===== config.mk =====
export PLATFORM = sky130hd
export DESIGN_NAME = frame_tx_echo_flat
export DESIGN_NICKNAME = d
export VERILOG_FILES = /design/src/rtl/frame_tx_echo_if.sv /design/src/rtl/frame_tx_echo.sv /design/src/flat_wrapper.sv
export SDC_FILE = /design/constraint.sdc
export NUM_CORES = 1
export LEC_CHECK = 0
export BUFFER_PORTS_ARGS = -buffer_cell sky130_fd_sc_hd__buf_2
export CORE_AREA = 4 4 201 242
export DETAILED_ROUTE_END_ITERATION = 8
export DIE_AREA = 0 0 205 246
export PLACE_DENSITY = 0.8
export SYNTH_ARGS = -nofsm -noshare
export SYNTH_HDL_FRONTEND = slang
export SYNTH_SLANG_ARGS = --single-unit
export TNS_END_PERCENT = 10

===== constraint.sdc =====
create_clock -name clk -period 20.2 [get_ports clk]
set_input_delay 1.01 -clock clk [delete_from_list [all_inputs] [get_ports clk]]
set_output_delay 1.01 -clock clk [all_outputs]
set_load 0.05 [all_outputs]

===== src/rtl/frame_tx_echo_if.sv =====
// AXI-stream byte channel from the echo generator into the tx mac fifo.
// The master drives the beat and the slave returns tready (= ~fifo_full).
interface frame_tx_echo_if;
   logic       tvalid;
   logic       tready;
   logic [7:0] tdata;
   logic       tlast;
   logic       tuser;

   modport master (output tvalid, output tdata, output tlast, output tuser, input tready);
   modport slave  (input tvalid, input tdata, input tlast, input tuser, output tready);
endinterface


===== src/rtl/frame_tx_echo.sv =====
// Echo frame generator: each dv_in strobe snapshots the register file and streams
// Ethernet hdr + GFAS hdr + register bytes (zero-padded to 60 B) one byte per beat.
module frame_tx_echo #(
   parameter int          Nregs     = 16,
   parameter logic [47:0] DST_MAC   = 48'hFFFF_FFFF_FFFF,
   parameter logic [47:0] SRC_MAC   = 48'h0200_0000_0001,
   parameter logic [15:0] ETHERTYPE = 16'h88B5,
   parameter logic [47:0] GFAS_HDR  = 48'hFAF3_DEAD_BEEF
) (
   input  logic                   clk,
   input  logic                   resetn,
   input  logic                   dv_in,
   input  logic [Nregs-1:0][31:0] wr_val,
   frame_tx_echo_if.master        tx_fifo,
   output logic                   busy,
   output logic [15:0]            drop_count
);
   localparam int DLEN = 20 + 4*Nregs;
   localparam int L    = (DLEN > 60) ? DLEN : 60;
   localparam int CW   = $clog2(L);
   localparam logic [CW-1:0]  LAST_IDX  = CW'(L-1);
   localparam logic [159:0]   HDR_BYTES = {DST_MAC, SRC_MAC, ETHERTYPE, GFAS_HDR};

   typedef enum logic [1:0] {S_IDLE, S_HDR, S_DATA, S_PAD} state_t;

   // Assertion is immediate, release is retimed to clk.
   logic [1:0] rst_sync_q;
   logic [1:0] rst_sync_d;
   logic       rst_n;

   assign rst_sync_d = {rst_sync_q[0], 1'b1};
   assign rst_n      = rst_sync_q[1];

   always_ff @(posedge clk or negedge resetn) begin
      if (!resetn) rst_sync_q <= '0;
      else         rst_sync_q <= rst_sync_d;
   end

   state_t                 st_q, st_d;
   logic [CW-1:0]          cnt_q, cnt_d;
   logic [Nregs-1:0][31:0] shadow_q, shadow_d;
   logic                   pending_q, pending_d;
   logic [15:0]            drop_q, drop_d;
   logic                   tvalid_q, tvalid_d;
   logic [7:0]             tdata_q, tdata_d;
   logic                   tlast_q, tlast_d;

   // Whole frame image as a byte table, indexed directly by the byte counter.
   logic [L-1:0][7:0] frame_b;

   for (genvar i = 0; i < 20; i++) begin : g_hdr
      assign frame_b[i] = HDR_BYTES[159-8*i -: 8];
   end
   for (genvar k = 0; k < Nregs; k++) begin : g_reg
      for (genvar b = 0; b < 4; b++) begin : g_byte
         assign frame_b[20+4*k+b] = shadow_q[k][8*b +: 8];
      end
   end
   for (genvar p = DLEN; p < L; p++) begin : g_pad
      assign frame_b[p] = 8'h00;
   end

   logic          xfer;
   logic          last_xfer;
   logic [CW-1:0] nxt;

   always_comb begin
      st_d      = st_q;
      cnt_d     = cnt_q;
      shadow_d  = shadow_q;
      pending_d = pending_q;
      drop_d    = drop_q;
      tvalid_d  = tvalid_q;
      tdata_d   = tdata_q;
      tlast_d   = tlast_q;
      xfer      = tvalid_q & tx_fifo.tready;
      last_xfer = xfer & tlast_q;
      nxt       = cnt_q + CW'(1);

      // Strobes arriving mid-frame: first one is queued, further ones are dropped.
      if (dv_in && st_q != S_IDLE) begin
         if (pending_q) begin
            if (drop_q != 16'hFFFF) drop_d = drop_q + 16'd1;
         end else begin
            pending_d = 1'b1;
         end
      end

      if ((st_q == S_IDLE && dv_in) || (last_xfer && (pending_q || dv_in))) begin
         st_d      = S_HDR;
         cnt_d     = '0;
         shadow_d  = wr_val;
         pending_d = 1'b0;
         tvalid_d  = 1'b1;
         tdata_d   = DST_MAC[47:40];
         tlast_d   = 1'b0;
      end else if (last_xfer) begin
         st_d     = S_IDLE;
         cnt_d    = '0;
         tvalid_d = 1'b0;
         tdata_d  = 8'h00;
         tlast_d  = 1'b0;
      end else if (xfer) begin
         cnt_d   = nxt;
         tdata_d = frame_b[nxt];
         tlast_d = (nxt == LAST_IDX);
         if (int'(nxt) < 20)        st_d = S_HDR;
         else if (int'(nxt) < DLEN) st_d = S_DATA;
         else                       st_d = S_PAD;
      end
   end

   always_ff @(posedge clk or negedge rst_n) begin
      if (!rst_n) begin
         st_q      <= S_IDLE;
         cnt_q     <= '0;
         shadow_q  <= '0;
         pending_q <= 1'b0;
         drop_q    <= '0;
         tvalid_q  <= 1'b0;
         tdata_q   <= '0;
         tlast_q   <= 1'b0;
      end else begin
         st_q      <= st_d;
         cnt_q     <= cnt_d;
         shadow_q  <= shadow_d;
         pending_q <= pending_d;
         drop_q    <= drop_d;
         tvalid_q  <= tvalid_d;
         tdata_q   <= tdata_d;
         tlast_q   <= tlast_d;
      end
   end

   assign tx_fifo.tvalid = tvalid_q;
   assign tx_fifo.tdata  = tdata_q;
   assign tx_fifo.tlast  = tlast_q;
   assign tx_fifo.tuser  = 1'b0;
   assign busy           = (st_q != S_IDLE) | pending_q;
   assign drop_count     = drop_q;
endmodule

===== src/flat_wrapper.sv =====
// flat-port wrapper written by rule: the top's interface ports become plain ports
module frame_tx_echo_flat 
#(
   parameter int          Nregs     = 16,
   parameter logic [47:0] DST_MAC   = 48'hFFFF_FFFF_FFFF,
   parameter logic [47:0] SRC_MAC   = 48'h0200_0000_0001,
   parameter logic [15:0] ETHERTYPE = 16'h88B5,
   parameter logic [47:0] GFAS_HDR  = 48'hFAF3_DEAD_BEEF
)
  (clk, resetn, dv_in, wr_val, busy, drop_count, tx_fifo_tvalid, tx_fifo_tdata, tx_fifo_tlast, tx_fifo_tuser, tx_fifo_tready);
  frame_tx_echo_if tx_fifo_i ();
  input  logic clk;
  input  logic resetn;
  input  logic dv_in;
  input  logic [Nregs-1:0][31:0] wr_val;
  output logic busy;
  output logic [15:0] drop_count;
  output wire logic [$bits(tx_fifo_i.tvalid)-1:0] tx_fifo_tvalid;
  output wire logic [$bits(tx_fifo_i.tdata)-1:0] tx_fifo_tdata;
  output wire logic [$bits(tx_fifo_i.tlast)-1:0] tx_fifo_tlast;
  output wire logic [$bits(tx_fifo_i.tuser)-1:0] tx_fifo_tuser;
  input wire logic [$bits(tx_fifo_i.tready)-1:0] tx_fifo_tready;
  assign tx_fifo_tvalid = tx_fifo_i.tvalid;
  assign tx_fifo_tdata = tx_fifo_i.tdata;
  assign tx_fifo_tlast = tx_fifo_i.tlast;
  assign tx_fifo_tuser = tx_fifo_i.tuser;
  assign tx_fifo_i.tready = tx_fifo_tready;
  frame_tx_echo #(.Nregs(Nregs), .DST_MAC(DST_MAC), .SRC_MAC(SRC_MAC), .ETHERTYPE(ETHERTYPE), .GFAS_HDR(GFAS_HDR)) u_core (.clk(clk), .resetn(resetn), .dv_in(dv_in), .wr_val(wr_val), .tx_fifo(tx_fifo_i), .busy(busy), .drop_count(drop_count));
endmodule

After elaboration in Yosys (flattened, before gate mapping)
Index checks and enable logic that the tools add are counted.
{"block": "op_classes", "muxes": 20, "n_eq_ne": 2, "mul": 0, "add_sub_neg": 2, "order_cmp": 3, "div_mod_pow": 0, "bitwise": 3, "reduce_logical": 11, "n_shift": 0}
{"op": "binary-select mux 8 bit (select 7 bit)", "count": 1}
{"op": "2-to-1 mux 8 bit", "count": 4}
{"op": "2-to-1 mux 7 bit", "count": 3}
{"op": "adder 16 x 1 -> 16 bit, second input constant", "count": 1}
{"op": "!= test 16 bit, second input constant", "count": 1}
{"op": "less-than comparator 7 x 8 -> 1 bit, second input constant", "count": 1}
{"op": "2-to-1 mux 1 bit", "count": 8}
{"op": "2-to-1 mux 2 bit", "count": 4}
{"op": "adder 7 x 1 -> 7 bit, second input constant", "count": 1}
{"op": "== test 7 bit, second input constant", "count": 1}
{"op": "less-than comparator 7 x 5 -> 1 bit, second input constant", "count": 1}
{"op": "less-than comparator 7 bit, second input constant", "count": 1}
{"op": "nonzero test 2 bit", "count": 3}
{"op": "logical AND 1 bit", "count": 3}
{"op": "AND reduction 3 bit", "count": 1}
{"op": "nonzero test 3 bit", "count": 1}
{"op": "bitwise AND 1 bit", "count": 2}
{"op": "logical NOT 2 bit", "count": 1}
{"op": "logical OR 1 bit", "count": 2}
{"op": "OR 1 bit", "count": 1}
{"block": "totals", "mem_count": 0, "mem_bits_rw": 0, "latch_bits": 0, "rom_bits": 0, "register_bits": 550}

Longest topological paths before layout
Gate-level depths: netlist of the first run.
{"block": "logic_depth", "ltp_word": 7, "ltp_mapped": 15}

Worst setup path before layout of the first run
OpenSTA, ideal clock, no wires.
{"block": "synth_timing", "path_kind": "register to register", "start": "reg u_core.cnt_q[0]", "end": "reg u_core.tdata_q[4], in the netlist u_core.tx_fifo.tdata[4]", "n_path_buf": 7, "slack_ns": 16.840, "path_stages_with_launch": 15, "arrival_time_ns": 3.223, "path_cell_list": "dfrtp_1 buf_6 buf_4 buf_6 buf_4 inv_1 ha_1 buf_4 buf_2 clkbuf_1 mux4_2 mux2i_1 o211ai_1 a221oi_1 o32ai_1"}
{"block": "synth_via", "elab_chain_cells": 6}
{"item": "from (decl)", "line_no": "frame_tx_echo.sv:40", "rtl": "logic [CW-1:0] cnt_q, cnt_d;"}
{"item": "from (signal assigned)", "line_no": "frame_tx_echo.sv:125", "rtl": "cnt_q <= cnt_d;"}
{"item": "adder 7 x 1 -> 7 bit", "line_no": "frame_tx_echo.sv:78", "rtl": "nxt = cnt_q + CW'(1);"}
{"item": "binary-select mux 8 bit (select 7 bit)", "line_no": "frame_tx_echo.sv:105", "rtl": "tdata_d = frame_b[nxt];"}
{"item": "2-to-1 mux 8 bit (implied by the code)", "line_no": "frame_tx_echo.sv:105"}
{"item": "2-to-1 mux 8 bit", "line_no": "frame_tx_echo.sv:103", "rtl": "end else if (xfer) begin"}
{"item": "2-to-1 mux 8 bit", "line_no": "frame_tx_echo.sv:97", "rtl": "end else if (last_xfer) begin"}
{"item": "2-to-1 mux 8 bit", "line_no": "frame_tx_echo.sv:89", "rtl": "if ((st_q == S_IDLE && dv_in) || (last_xfer && (pending_q || dv_in))) begin"}
{"item": "to (signal assigned)", "line_no": "frame_tx_echo.sv:130", "rtl": "tdata_q <= tdata_d;"}
{"item": "to (decl)", "line_no": "frame_tx_echo.sv:45", "rtl": "logic [7:0] tdata_q, tdata_d;"}
Every way passes these cells. The select of a mux whose other input is x is not followed.
A chain may end at the register's enable or synchronous reset.

Final worst setup path of the first run
{"block": "layout_timing", "start": "reg u_core.cnt_q[0]", "end": "reg u_core.tdata_q[0], in the netlist u_core.tx_fifo.tdata[0]"}
Same word-level chain as after synthesis.

==> results_dict.tcl, run 1 <==
set metrics [dict create \
    outcome "completed" \
    multiInputGateArea_um2 10950 \
    synth-main-ff-cell "dfrtp_1" \
    drtAntennaViolNets 0 \
    clk_latency_ps 600 \
    yosysUniqueCellTypes 62 \
    clk_transition_reported_paths_ps 70 \
    post_synthesis_net_count 2181 \
    setup_repair_after_global_routing_missed_its_margin "false" \
    postCtsSetupBuffers 0 \
    async_reset_ff_frac 1.000 \
    drcViolationCount 0 \
    r2r_cells 9 \
    net-switching-power_w 0.001663 \
    power_frac_seq 0.392 \
    cts_made_buffers 54 \
    synth.top_cells.by_area "dfrtp_1 (54%), mux2_2 (23%), mux4_2 (11%), buf_2 (1.3%), mux2i_1 (1.0%)" \
    placement.io_buffers 542 \
    gr-usage-all-layers 0.2797 \
    postSynthCellCount 1658 \
    initial_utilization 0.5505 \
    critical_path_class "reg -> reg" \
    worst_slew_pin_slew_ps 1390 \
    min_period_ps 4727 \
    highest_layer "met5" \
    detailroute.via_count 16636 \
    synth-warning-count 0 \
    num_io_pins 544 \
    critPathMaxStageDelay_ps 880 \
    timing.critical_path.cells "inv_1 -> ha_4 -> buf_4 -> mux4_2 -> mux2i_1 -> o21ai_1 -> a2111oi_0 -> or3_1 -> a21oi_1" \
    first_iter_violations 1002 \
    final.setup_skew_ps 20.46 \
    worstSetupEndpoint "u_core.tx_fifo.tdata[0]" \
    layout-area-overhead-vs-synth_pct 19.92 \
    dp_slack_ps 15430 \
    post-route-period-util 0.2340 \
    tritoncts "built" \
    path_max_fanout 67 \
    finalSetupViolCount 0 \
    die_area_um2 50430 \
    synthesis.area_um2 25290 \
    cell_internal_pwr_w 0.003248 \
    post_syn_area_per_cell_um2 15.25 \
    grt_overflow_total 0 \
    critical_path_start_type "register" \
    worst_hold_path_type "in -> async" \
    vdd.ir_drop.worst_mv 0.08736 \
    wl_met1_um 26440 \
    filler_cell_count 3307 \
    vias_per_cell 5.817 \
    num-nets-final 2690 \
    critical_path.reg2reg.startpoint "u_core.cnt_q[0]" \
    proportion_of_layout_cells_with_a_drive_suffix_above_1 0.5926 \
    finalMaxSlewViolations 0 \
    area_inside_the_core_boundary_um2 45950 \
    power.combinational.fraction 0.398 \
    synth_largest_type_area_fraction 0.5442 \
    power.share.clock 0.209 \
    sequential_to_total_area_share_from_yosys_stat 0.5442 \
    total_neg_setup_slack_ps 0 \
    reg_to_reg_setup_timing_slack_ps 15470 \
    post_cts_resized 0 \
    met2RoutedLength_um 37630 \
    ffs_latches_synth 550 \
    dp_hpwl_um 52490 \
    pwr_density_cell_nw_per_um2 161.9 \
    sequential_cell_area_um2 13770 \
    slowest_stage "dfrtp_4" \
    worstPathArrival_ps 5200 \
    pin_count_of_the_biggest_net_entering_global_routing 222 \
    cts-root-to-sink-buffers 3 \
    cts.htree.levels 2 \
    setup_ws_ps 15470 \
    timing.fmax_ghz 0.2116 \
    setup.worst_path.end_class "register" \
    number_of_global_route_vias_before_repair 17740 \
    power_switching_share 0.3386 \
    ctsHoldBuffers 0 \
    hold_viol 0 \
    worst_case_headroom_to_the_max_slew_limit 0.07344 \
    rr_endpoint "u_core.tx_fifo.tdata[0]" \
    worstSetupStartpoint "u_core.cnt_q[0]" \
    chipHeight_um 246 \
    die-width_um 205 \
    cts_root_buffer "clkbuf_16" \
    wire_per_inst_um 24.90 \
    final_cell_count_no_fill 2860 \
    std_cell_rows 86 \
    finalWeightedCongestion 0.8558 \
    met3_length_um 4999 \
    grt_pass1_wl_um 107000 \
    synthDominantAreaCellType "dfrtp_1" \
    max-cap-violations 0 \
    detailedRoute.firstPassIterationCount 5 \
    grt_antenna_before_repair 44 \
    static-leakage-power_nw 13.67 \
    wirelength_um 71230 \
    critical_path_data_required_time_ps 20670 \
    dp_cells 2727 \
    cts.sink_count 550 \
    synth-edff-count 0 \
]
registers in the layout, indices dropped and copies added (netlist names):
signal and flops:
u_core.tx_fifo.tdata 8, u_core.rst_sync_q 2, u_core.st_q 2, u_core.cnt_q 7
u_core.pending_q 1, u_core.tx_fifo.tvalid 1, u_core.drop_count 16, u_core.frame_b 512
u_core.tx_fifo.tlast 1
cell usage in the layout (no fill, tap or decap), types with 12 or more instances in the layout:
cell type and n:
clkbuf_16 57, mux2i_1 26, buf_4 17, diode_2 35
clkbuf_8 17, mux4_2 127, o21ai_0 23, nor3_1 13
a21oi_1 27, buf_2 542, mux2_2 515, nand2_1 52
dfrtp_1 548, nand3_1 14, nor2_1 41, xnor2_1 12
layer usage:
layer	up-vias	global-route usage
met5	-	0
met4	26	0.08770
met3	141	0.06767
met2	579	0.4909
met1	8641	0.3431
li1	7249	-
power by group through the flow:
stage / clock, W / combinational (W) / sequential (W)
finish: 0.00103 / 0.00196 / 0.00193
global route: 0.00109 / 0.00210 / 0.00199
CTS: 0.00105 / 0.00199 / 0.00192
detailed placement: 0 / 0.00197 / 0.00194
global placement: 0 / 0.00193 / 0.00190
floorplan: 0 / 0.00145 / 0.00185
logic make-up (layout without fill, tap and decap cells):
family / after synthesis / after routing / share of synthesized area
xor+xnor: 27 / 27 / 0.01024
compound gates: 128 / 128 / 0.03438
mux: 668 / 668 / 0.3527
buf+inv: 119 / 670 / 0.02528
other cells: 2 / 37 / 0.0002969
flops: 550 / 550 / 0.5442
simple gates: 157 / 157 / 0.02949
fa+ha+maj: 7 / 7 / 0.003463
worst min-delay path by stage:
stage	startpoint	end	slack [ps]
global route	resetn	u_core.rst_sync_q[1]	170
global placement	u_core.rst_sync_q[0]	u_core.rst_sync_q[1]	340
floorplan	u_core.rst_sync_q[0]	u_core.rst_sync_q[1]	330
CTS	resetn	u_core.rst_sync_q[1]	160
detailed placement	u_core.rst_sync_q[0]	u_core.rst_sync_q[1]	340
finish	resetn	u_core.rst_sync_q[1]	200
worst max-delay path, delay by kind of cell, from the launching register on:
family,cells,cell delay (ps)
AOI/OAI and AO/OA,3,840
buffers and inverters,2,1150
adders and majority gates,1,640
muxes,2,750
and+or+nand+nor,1,250
DFF,1,880
per-stage QoR:
stage	utilization	hold WS (ps)	area, um2	total power, W
CTS	0.6582	163.6	30240	0.004960
finish	0.6601	201.2	30330	0.004911
global route	0.6597	173.7	30310	0.005176
floorplan	-	331.2	25290	0.003298
detailed placement	0.6184	340.1	28410	0.003912
global placement	0.6184	337.3	28410	0.003836
Yosys cell counts (all sizes together), types with 7 or more instances:
library cell	instances
inv	11
o21ai	30
a21oi	28
a221oi	7
xnor2	16
mux4	127
dfrtp	550
xor2	11
o22ai	10
nand2	52
mux2	515
clkbuf	15
mux2i	26
nor2	41
ha	7
nand3	15
buf	93
o211ai	7
nor3	13
layout make-up:
class,count,area share
sequential,550,0.4540
clock inverter,16,0.004579
tap,616,0.02541
antenna,35,0.002888
clock buffer,82,0.05573
multi-input combinational,989,0.3610
timing repair buffer,561,0.09496
inverter,11,0.001361
Note: power is estimated with default switching activity, not from simulation.
==> inputs of run 2 (changes only) <==
==> constraint.sdc (replaced) <==
create_clock -name clk -period 4.55 [get_ports clk]
set_input_delay 0.2275 -clock clk [delete_from_list [all_inputs] [get_ports clk]]
set_output_delay 0.2275 -clock clk [all_outputs]
set_load 0.05 [all_outputs]
==> results_dict.tcl, run 2 (synthesized netlist as in run 1, its figures left out) <==
set metrics [dict create \
    outcome "completed" \
    min_period_ps 3888 \
    setup_repair_after_global_routing_missed_its_margin "false" \
    dp_hpwl_um 53880 \
    placement.cell_area_um2 28630 \
    critical_path_class "reg -> reg" \
    worstSetupStartpoint "u_core.cnt_q[1]" \
    worstPathArrival_ps 4360 \
    vdd.ir_drop.worst_mv 0.4396 \
    cts.sink_count 550 \
    critical_path.reg2reg.startpoint "u_core.cnt_q[1]" \
    dp_slack_ps 772.3 \
    filler_cell_count 2513 \
    total_neg_setup_slack_ps 0 \
    detailroute.via_count 20046 \
    placement.io_buffers 542 \
    die_area_um2 50430 \
    fin_total_pwr_w 0.02349 \
    layout-area-overhead-vs-synth_pct 41.52 \
    worst_slew_pin_slew_ps 1273 \
    cts.htree.levels 2 \
    fin_area_um2 35790 \
    setup_ws_ps 662.2 \
    critical_path_data_required_time_ps 5030 \
    grt_antenna_before_repair 24 \
    mostFrequentLayoutCell "dfrtp_1" \
    detailedRoute.firstPassIterationCount 5 \
    chipHeight_um 246 \
    met2RoutedLength_um 47630 \
    met3_length_um 6116 \
    clk_transition_reported_paths_ps 70 \
    path_max_fanout 37 \
    wirelength_um 92580 \
    power_frac_seq 0.375 \
    wire_per_inst_um 27.33 \
    post-route-period-util 0.8545 \
    r2r_cells 7 \
    highest_layer "met5" \
    worst_case_headroom_to_the_max_slew_limit 0.1476 \
    num-nets-final 3219 \
    grt_overflow_total 0 \
    setup.worst_path.end_class "register" \
    power.share.clock 0.211 \
    pin_count_of_the_biggest_net_entering_global_routing 141 \
    critical_path_start_type "register" \
    reg_to_reg_setup_timing_slack_ps 660 \
    area_inside_the_core_boundary_um2 45950 \
    finalWeightedCongestion 0.8885 \
    drtAntennaViolNets 0 \
    cts-root-to-sink-buffers 3 \
    worstSetupEndpoint "u_core.tx_fifo.tdata[7]" \
    num_io_pins 544 \
    std_cell_rows 86 \
    final.setup_skew_ps 31.32 \
    hold_ws_ps 353.9 \
    power.combinational.fraction 0.414 \
    initial_utilization 0.5505 \
    number_of_global_route_vias_before_repair 22253 \
    grt_pass1_wl_um 136400 \
    rr_endpoint "u_core.tx_fifo.tdata[7]" \
    gr-usage-all-layers 0.3601 \
    first_iter_violations 1500 \
    vias_per_cell 5.919 \
    largest_register_ffs 512 \
    post_cts_resized 0 \
    finalMaxSlewViolations 0 \
    worst_hold_path_type "reg -> reg" \
    net-switching-power_w 0.008446 \
    wl_met1_um 31950 \
    cts_root_buffer "clkbuf_16" \
    finalSetupViolCount 0 \
    drcViolationCount 0 \
    static-leakage-power_nw 15.95 \
    power_switching_share 0.3596 \
    hold_viol 0 \
    proportion_of_layout_cells_with_a_drive_suffix_above_1 0.4819 \
    pwr_density_cell_nw_per_um2 656.2 \
    cts_made_buffers 55 \
    tritoncts "built" \
    die-width_um 205 \
    top_library_cells_by_usage_in_the_layout_fill_and_taps_aside "dfrtp_1 (548), buf_2 (542), dlygate4sd3_1 (516), mux2_2 (515), mux4_2 (127)" \
    timing.fmax_ghz 0.2572 \
    clk_latency_ps 620 \
    cell_internal_pwr_w 0.01504 \
    max-cap-violations 0 \
]
run 2: cell types whose count changed in the layout (fill, tap and decap cells not counted), moves of 2 or more:
cell           change
inv_6              +2
clkinv_4           +2
clkbuf_1           +2
dlygate4sd3_1    +516
buf_4              +2
buf_12            +10
bufinv_16          +7
clkbuf_8          -11
clkinv_2           -3
run 2: per-layer routing:
layer  global-route usage  up-vias
li1                     -     8293
met1               0.4048    10202
met2               0.6274     1147
met3              0.07267      402
met4               0.2245        2
met5                    0        -
run 2: worst min-delay path by stage:
stage                     cells past startpoint                  from  slack (ps)              endpoint
final                                         0  u_core.rst_sync_q[0]         350  u_core.rst_sync_q[1]
after global routing                          0  u_core.rst_sync_q[0]         370  u_core.rst_sync_q[1]
after CTS                                     3           wr_val[119]         350   u_core.frame_b[279]
after detailed placement                      1                resetn          20  u_core.rst_sync_q[0]
after floorplan                               0                resetn         -70  u_core.rst_sync_q[0]
after global placement                        1                resetn          10  u_core.rst_sync_q[0]
run 2: through the flow:
step                      cells  utilization
after floorplan            1658            -
after global placement     2739       0.6231
after detailed placement   2739       0.6231
after CTS                  3353       0.7772
after global routing       3380       0.7786
final                      3387       0.7790
run 2: timing repair:
action	in CTS	in global routing
setup buffers	0	0
hold buffers	516	0
hold endpoints to repair	517	0
run 2: final cells by class:
type | count | area [um2] | share of cell area
Antenna cell | 34 | 85.08 | 0.002377
Clock buffer | 72 | 1521 | 0.04251
Clock inverter | 26 | 392.9 | 0.01098
Inverter | 11 | 41.29 | 0.001154
Multi-Input combinational cell | 989 | 10950 | 0.3059
Sequential cell | 550 | 13770 | 0.3847
Tap cell | 616 | 770.7 | 0.02153
Timing Repair Buffer | 1089 | 8260 | 0.2308
run 2: power groups by stage:
stage	logic, W	clock network (W)	registers [W]
5_1_grt	0.0102	0.00516	0.00895
3_3_place_gp	0.00887	0	0.00835
6_report	0.00972	0.00495	0.00882
2_1_floorplan	0.00644	0	0.00816
4_1_cts	0.00947	0.00490	0.00846
3_5_place_dp	0.00902	0	0.00852
run 2: worst max-delay path: stages (launching register included):
cell and delay [ps]:
dfrtp_1 620, ha_1 710, xor2_4 570, buf_4 560
mux2i_1 580, o22ai_1 300, o2111ai_1 280, a21oi_1 100
==> inputs of run 3 (changes only) <==
--- a/config.mk
+++ b/config.mk
@@ -5,7 +5,7 @@
 export SDC_FILE = /design/constraint.sdc
 export NUM_CORES = 1
 export LEC_CHECK = 0
-export BUFFER_PORTS_ARGS = -buffer_cell sky130_fd_sc_hd__buf_2
+export BUFFER_PORTS_ARGS = -buffer_cell sky130_fd_sc_hd__buf_4
 export CORE_AREA = 4 4 201 242
 export DETAILED_ROUTE_END_ITERATION = 8
 export DIE_AREA = 0 0 205 246
==> results_dict.tcl, run 3 (synthesized netlist as in run 1, its figures left out) <==
set metrics [dict create \
    wirelength_um 91810 \
    cts_made_buffers 54 \
    timing.critical_path.cells "buf_4 -> and3_1 -> nor2_1 -> a21oi_1 -> a311oi_1 -> a2111oi_0 -> or3_1 -> o22ai_1" \
    critPathMaxStageDelay_ps 750 \
    critical_path_start_type "register" \
    vdd.ir_drop.worst_mv 0.4306 \
    finalMaxSlewViolations 0 \
    top_library_cells_by_usage_in_the_layout_fill_and_taps_aside "buf_4 (563), dfrtp_1 (548), dlygate4sd3_1 (516), mux2_2 (515), mux4_2 (127)" \
    wire_per_inst_um 27.22 \
    drcViolationCount 0 \
    finalSetupViolCount 0 \
    rr_endpoint "u_core.tx_fifo.tdata[6]" \
    static-leakage-power_nw 16.37 \
    power.combinational.fraction 0.419 \
    num-nets-final 3217 \
    power_frac_seq 0.378 \
    critical_path.reg2reg.startpoint "u_core.cnt_q[0]" \
    first_iter_violations 1379 \
    final_cell_count_no_fill 3373 \
    power.share.clock 0.203 \
    worstPathArrival_ps 3930 \
    cts.htree.levels 2 \
    power_switching_share 0.3529 \
    detailroute.via_count 19762 \
    setup_repair_after_global_routing_missed_its_margin "false" \
    worst_case_headroom_to_the_max_slew_limit 0.3135 \
    hold_path.startpoint "u_core.rst_sync_q[0]" \
    pin_count_of_the_biggest_net_entering_global_routing 151 \
    grt_overflow_total 0 \
    dp_cells 2738 \
    reg_to_reg_setup_timing_slack_ps 1090 \
    detailedRoute.firstPassIterationCount 8 \
    hold_end "u_core.rst_sync_q[1]" \
    placement.cell_area_um2 29940 \
    layout-area-overhead-vs-synth_pct 46.27 \
    dp_hpwl_um 54660 \
    slowest_stage "buf_4" \
    setup.worst_path.end_class "register" \
    pwr_density_cell_nw_per_um2 626.9 \
    gr-usage-all-layers 0.3617 \
    final.setup_skew_ps 26.13 \
    clk_latency_ps 610 \
    die_area_um2 50430 \
    finalWeightedCongestion 0.9020 \
    grt_pass1_wl_um 136900 \
    post-route-period-util 0.7615 \
    area_inside_the_core_boundary_um2 45950 \
    worst_hold_path_type "reg -> reg" \
    number_of_global_route_vias_before_repair 22132 \
    path_max_fanout 50 \
    cts-root-to-sink-buffers 3 \
    outcome "completed" \
    critical_path_data_required_time_ps 5010 \
    num_io_pins 544 \
    grt_antenna_before_repair 18 \
    max-cap-violations 0 \
    clk_transition_reported_paths_ps 70 \
    cts.sink_count 550 \
    worst_slew_pin_slew_ps 1030 \
    hold_viol 0 \
    largest_register_ffs 512 \
    fin_area_um2 37000 \
    initial_utilization 0.5505 \
    critical_path_class "reg -> reg" \
    net-switching-power_w 0.008186 \
    r2r_cells 8 \
    placement.io_buffers 542 \
    min_period_ps 3465 \
    mostFrequentLayoutCell "buf_4" \
    chipHeight_um 246 \
    cell_internal_pwr_w 0.01501 \
    die-width_um 205 \
    drtAntennaViolNets 0 \
    tritoncts "built" \
    vias_per_cell 5.859 \
    timing.fmax_ghz 0.2886 \
    proportion_of_layout_cells_with_a_drive_suffix_above_1 0.4814 \
    min_delay_path_depth 0 \
    cts_root_buffer "clkbuf_16" \
    postCtsSetupBuffers 0 \
    std_cell_rows 86 \
]
==> run 3: per-stage QoR <==
stage	total power (W)	setup TNS, ps	utilization	setup WS (ps)	hold slack [ps]
after floorplan	0.01461	-436620	-	-796.7	-68.09
after global placement	0.01734	0	0.6516	1275	9.909
after detailed placement	0.01765	0	0.6516	1123	13.05
after CTS	0.02270	0	0.8040	1113	351.3
after global routing	0.02413	0	0.8050	882.0	364.3
final	0.02319	0	0.8052	1085	350.5
==> run 3: layer usage <==
metal,vias up,share of wire,GRT usage,routed length [um]
li1,8290,-,-,-
met1,10121,0.35,0.4232,31830
met2,1032,0.52,0.6310,48050
met3,317,0.069,0.07254,6310
met4,2,0.061,0.1886,5608
met5,-,0.000076,0,7
==> run 3: how the worst max path moves through the flow <==
stage	to	depth (start not counted)	slack, ps	startpoint
after detailed placement	u_core.tx_fifo.tdata[6]	8	1120	u_core.cnt_q[0]
final	u_core.tx_fifo.tdata[6]	8	1090	u_core.cnt_q[0]
after global routing	u_core.tx_fifo.tdata[6]	8	880	u_core.cnt_q[0]
after floorplan	u_core.cnt_q[0]	0	-800	u_core.rst_sync_q[1]
after global placement	u_core.tx_fifo.tdata[4]	8	1280	u_core.cnt_q[0]
after CTS	u_core.tx_fifo.tdata[6]	8	1110	u_core.cnt_q[0]
==> run 3: final cells by class <==
cell class              count  area, um2
multi-input cells         989      10950
fillers                  2298       8951
clock inverters            18      227.7
flip-flops and latches    550      13770
inverters                  11      41.29
repair buffers           1088       9572
well taps                 616      770.7
clock buffers              80       1610
diodes                     21      52.55
==> run 3: power groups by stage <==
stage	Clock (W)	Combinational (W)	Sequential (W)
3_5_place_dp	0	0.00913	0.00852
3_3_place_gp	0	0.00896	0.00837
2_1_floorplan	0	0.00644	0.00816
6_report	0.00471	0.00972	0.00877
4_1_cts	0.00469	0.00955	0.00845
5_1_grt	0.00496	0.0103	0.00891
==> run 3: critical path, delay by kind of cell, from the launching register on <==
kind,cells,cell delay [ps]
AO/OA/AOI/OAI,4,1440
buffers and inverters,1,750
AND/OR/NAND/NOR,3,650
flip-flops,1,480
==> run 3: timing repair <==
action / in CTS / in global routing
resized for setup: 0 / 0
hold endpoints to repair: 517 / 0
hold buffers: 516 / 0
